$ cat config.mk
export PLATFORM = sky130hd
export DESIGN_NAME = tt_result_uart_tx
export DESIGN_NICKNAME = d
export VERILOG_FILES = /design/src/rtl/tt_result_uart_tx.sv
export SDC_FILE = /design/constraint.sdc
export NUM_CORES = 1
export LEC_CHECK = 0
export BUFFER_PORTS_ARGS = -buffer_cell sky130_fd_sc_hd__buf_2
export CAP_MARGIN = 20
export CORE_MARGIN = 8
export CORE_UTILIZATION = 45
export CTS_BUF_LIST = sky130_fd_sc_hd__clkbuf_8
export CTS_CLUSTER_DIAMETER = 120
export CTS_CLUSTER_SIZE = 30
export DETAILED_ROUTE_END_ITERATION = 10
export GPL_TIMING_DRIVEN = 0
export PLACE_DENSITY = 0.65
export REMOVE_ABC_BUFFERS = 1
export SLEW_MARGIN = 15
export SYNTH_ARGS = -nofsm -noshare
export SYNTH_HDL_FRONTEND = slang
export SYNTH_SLANG_ARGS = --single-unit
$ cat constraint.sdc
create_clock -name clk -period 3.62 [get_ports clk]
set_input_delay 0.362 -clock clk [delete_from_list [all_inputs] [get_ports clk]]
set_output_delay 0.362 -clock clk [all_outputs]
set_load 0.005 [all_outputs]
$ cat src/rtl/tt_result_uart_tx.sv
// rtl/tt_result_uart_tx.sv - serial frame transmitter for the 8-bit datapath result
//
// Takes one result byte per valid/ready handshake and sends it as an
// asynchronous frame: start bit, D0..D7 (LSB first), optional even-parity bit,
// then one or two stop bits. The line idles high.
//
// Ports:
//   clk        system clock
//   rst_n      asynchronous active-low reset
//   ena        enable; only gates acceptance of a new byte
//   data_in    byte to send, captured on the accept edge
//   valid_in   data_in is valid
//   ready_out  a byte can be accepted this cycle
//   tx         serial line output (idle high)
//   busy       a frame is in progress
//   frame_done one-cycle pulse in the first idle cycle after a frame
module tt_result_uart_tx #(
    parameter int CLK_DIV   = 16,
    parameter int PARITY_EN = 0,
    parameter int STOP_BITS = 1
) (
    input  logic       clk,
    input  logic       rst_n,
    input  logic       ena,
    input  logic [7:0] data_in,
    input  logic       valid_in,
    output logic       ready_out,
    output logic       tx,
    output logic       busy,
    output logic       frame_done
);

    localparam int CNT_W = $clog2(CLK_DIV);

    typedef enum logic [2:0] {
        S_IDLE,
        S_START,
        S_DATA,
        S_PARITY,
        S_STOP
    } state_t;

    state_t           state, state_n;
    logic [CNT_W-1:0] baud_cnt, baud_cnt_n;
    logic [2:0]       bit_idx, bit_idx_n;
    logic             stop_idx, stop_idx_n;
    logic [7:0]       shreg, shreg_n;
    logic             parity, parity_n;
    logic             tx_n;
    logic             frame_done_n;
    logic             armed;
    logic             bit_end;
    logic             accept;

    // armed keeps ready_out low while reset is held and until the first edge
    // after release, even though state already reads IDLE during reset.
    assign bit_end   = (baud_cnt == CNT_W'(CLK_DIV - 1));
    assign ready_out = (state == S_IDLE) && ena && armed;
    assign accept    = ready_out && valid_in;

    always_comb begin
        state_n      = state;
        baud_cnt_n   = baud_cnt;
        bit_idx_n    = bit_idx;
        stop_idx_n   = stop_idx;
        shreg_n      = shreg;
        parity_n     = parity;
        frame_done_n = 1'b0;

        if (state != S_IDLE) begin
            baud_cnt_n = bit_end ? '0 : baud_cnt + 1'b1;
        end

        case (state)
            S_IDLE: begin
                if (accept) begin
                    state_n    = S_START;
                    shreg_n    = data_in;
                    parity_n   = ^data_in;
                    bit_idx_n  = 3'd0;
                    stop_idx_n = 1'b0;
                    baud_cnt_n = '0;
                end
            end
            S_START: begin
                if (bit_end) state_n = S_DATA;
            end
            S_DATA: begin
                if (bit_end) begin
                    shreg_n   = {1'b0, shreg[7:1]};
                    bit_idx_n = bit_idx + 3'd1;
                    if (bit_idx == 3'd7) begin
                        state_n = (PARITY_EN != 0) ? S_PARITY : S_STOP;
                    end
                end
            end
            S_PARITY: begin
                if (bit_end) state_n = S_STOP;
            end
            S_STOP: begin
                if (bit_end) begin
                    if (stop_idx == 1'(STOP_BITS - 1)) begin
                        state_n      = S_IDLE;
                        frame_done_n = 1'b1;
                    end else begin
                        stop_idx_n = 1'b1;
                    end
                end
            end
            default: state_n = S_IDLE;
        endcase

        // tx is registered, so it is derived from where the FSM is going;
        // shreg_n[0] is the data bit that will be on the line next cycle.
        case (state_n)
            S_START:  tx_n = 1'b0;
            S_DATA:   tx_n = shreg_n[0];
            S_PARITY: tx_n = parity_n;
            default:  tx_n = 1'b1;
        endcase
    end

    always_ff @(posedge clk or negedge rst_n) begin
        if (!rst_n) begin
            state      <= S_IDLE;
            baud_cnt   <= '0;
            bit_idx    <= 3'd0;
            stop_idx   <= 1'b0;
            shreg      <= 8'd0;
            parity     <= 1'b0;
            armed      <= 1'b0;
            tx         <= 1'b1;
            busy       <= 1'b0;
            frame_done <= 1'b0;
        end else begin
            state      <= state_n;
            baud_cnt   <= baud_cnt_n;
            bit_idx    <= bit_idx_n;
            stop_idx   <= stop_idx_n;
            shreg      <= shreg_n;
            parity     <= parity_n;
            armed      <= 1'b1;
            tx         <= tx_n;
            busy       <= (state_n != S_IDLE);
            frame_done <= frame_done_n;
        end
    end

endmodule
==> impl_results.md <==
* Starting Density at 46.05%
* Slew Viols, Final at 0
* Critical path class: flip-flop to flip-flop
* Pwr/cell area at 353.8 nW/µm²
* Yosys warns at 0
* Unique masters post-synth at 32
* Clock Path Buffers at 2
* EDFF count, synth at 0
* Fraction of layout cells with a size suffix above 1 at 19.51%
* Rel. slew slack at 42.33%
* First-pass GRT wire length at 3.429 mm
* Die Ht at 65.66 µm
* Ordered cell list for the critical path: or3_1 > nor2_1 > nor2_1 > mux2_2
* CORE AREA at 2410 µm²
* DR vias at 846
* Clock Pin Slew Worst Setup and Hold Paths at 80 ps
* FF+latch area at 576.8 µm²
* Area of the multi-input gates at 513.0 µm²
* Clock root buffer: clkbuf_8
* CTS tree: built
* Via density at 5.529
* Final hold viol count at 0
* Cell leakage power at 0.6125 nW
* Initial antenna violation count at 0
* Maximum VDD drop at 0.3141 mV
* Filler Cell Count at 225
* Gr usage total at 9.933%
* Placed Cells at 149
* Syn-to-layout area delta at 12.40%
* Drt drc at 0
* DIE AREA at 4311 µm²
* Max incr delay on CP at 710 ps
* CTS sink cnt at 23
* Final Non-Filler Cells at 153
* Number of placed I/O pins at 16
* Worst Skew at 1.458 ps
* Die X at 65.66 µm
* CP endpoint kind: flip-flop
* TNS Setup at 0 ps
* Worst-Margin Slew at 861.9 ps
* Largest net degree at the start of global routing at 24
* Setup violations, final at 0
* Final nets at 139
* Clock insertion delay at the later pin of the skew report at 260 ps
* Post-DP HPWL at 1.461 mm
* Ys async rst share at 100.0%
* GP Congestion at 0.8065
* Mapped Cells at 109
* Top FF cell, synth: dfrtp_1
* RSZ-0062 raised after global routing: no
* Critical path arrival at 2720 ps
* Mean area per synthesized cell at 10.18 µm²
* Startpoint types: flip-flop
* Final Cycle Share at 70.78%
* H-tree depth at 1
* Register area share after synthesis at 51.97%
* CP Max Fanout at 13
* HP Class: input pin to asynchronous set/reset pin
* Status: finished, final reports clean
* Most used cell, CP: nor2_1
* DR WL/cell at 13.24 µm
* CTS buffer count at 3
* Routed WL at 2.026 mm
* Vias in the first global route at 809
* Post-CTS sizing at 0
* CP Data Required Time at 3770 ps
* Row Count at 18
* GRT overflow at 0
* Drt pass-1 iters at 4
* ANT nets after route at 0
* Ant diodes at 0
* Fin crit period at 2562 ps
* Initial DRC Count at 31
* Post-CTS Setup Bufs at 0
* Port buffer count at 15
* # Max-Cap Violations at 0
* Yosys reg bits at 23
* Fmax at 390.3 MHz
* Area of the mapped netlist at 1110 µm²
* Post-CTS Hold Fix Bufs at 0
* Worst path slowest cell: nor2_1
power by group:
group / leakage, nW / switching (mW) / total, mW / internal [mW]
Combinational: 0.290 / 0.0144 / 0.0272 / 0.0129
Sequential: 0.295 / 0.000238 / 0.257 / 0.257
Clock: 0.0269 / 0.0810 / 0.157 / 0.0757
layout make-up:
| class | instances | area share, % |
|---|---|---|
| flip-flops and latches | 23 | 46.24 |
| multi-input cells | 81 | 41.12 |
| repair buffers | 15 | 6.018 |
| clock inverters | 1 | 0.3009 |
| well taps | 30 | 3.009 |
| clock buffers | 3 | 3.310 |
worst max-delay path, delay by kind of cell (launching register included):
kind | cells | cell delay (ps)
simple gates | 3 | 1600
flops | 1 | 490
mux | 1 | 360
through the flow:
step	utilization [%]	cell area [µm²]	power, mW	hold WS (ps)	setup WS [ps]
after global routing	51.77	1247	0.4571	111.0	885.5
after floorplan	-	1081	0.2768	66.41	1439
after global placement	49.53	1194	0.2902	360.1	876.9
after detailed placement	49.53	1194	0.2906	366.5	816.2
final	51.77	1247	0.4414	57.99	1058
after CTS	51.40	1239	0.4450	79.78	774.1
routing by layer:
layer	wire length (µm)	vias up	track usage (%)	part of all wire, %
met3	96	4	3.401	4.7
met1	939	418	11.70	46
met2	958	15	16.20	47
met4	31	0	3.815	1.5
li1	-	409	-	-
met5	0	-	0	0
placed cells by master (no fill, tap or decap), types with 2 or more instances in the layout:
master / count
nand2_1: 22
dfrtp_1: 22
buf_2: 15
nor2_1: 8
a22oi_1: 7
xnor2_1: 7
nand3_1: 4
o21ai_0: 4
and3_1: 3
a22o_1: 3
ha_1: 3
clkbuf_8: 3
nand2b_1: 2
a21oi_1: 2
state kept, by name, indices dropped and copies added, names as in the netlist:
name        cells
shreg           8
baud_cnt        4
bit_idx         3
state           3
armed           1
busy            1
frame_done      1
parity          1
tx              1
cell usage after synthesis, types with 2 or more instances:
cell	instances	share of area [%]
nand3_1	4	1.8
and3_1	3	1.7
buf_2	2	0.90
o21ai_0	4	1.8
xnor2_1	7	5.5
clkbuf_1	2	0.68
ha_1	3	3.4
dfrtp_1	22	50
nand2_1	22	7.4
a22o_1	3	2.4
nor2_1	8	2.7
a22oi_1	7	4.7
nand2b_1	2	1.1
a21oi_1	2	0.90
cells by family (layout without fill, tap and decap cells):
group                    count (synthesis)  count (layout)  synth area share [%]
AND/OR/NAND/NOR                         46              46                 19.84
flip-flops                              23              23                 51.97
AO/OA/AOI/OAI                           22              22                 14.43
XOR/XNOR                                 7               7                 5.524
buffers and inverters                    5              19                 2.593
adder cells (fa/ha/maj)                  3               3                 3.383
multiplexers                             2               2                 1.917
other                                    1               1                0.3379
final timing paths:
check | from | end | slack, ps | cells after the start
worst max-delay path | state[2] | bit_idx[0] | 1060 | 4
worst min-delay path | rst_n | baud_cnt[1] | 60 | 1
worst max register to register | state[2] | bit_idx[0] | 1060 | 4
worst min register to register | shreg[0] | shreg[0] | 470 | 2
max in group asynchronous | rst_n | tx | 3200 | 1
min in group clk | data_in[6] | shreg[6] | 340 | 3
(Power assumes the default switching activity.)
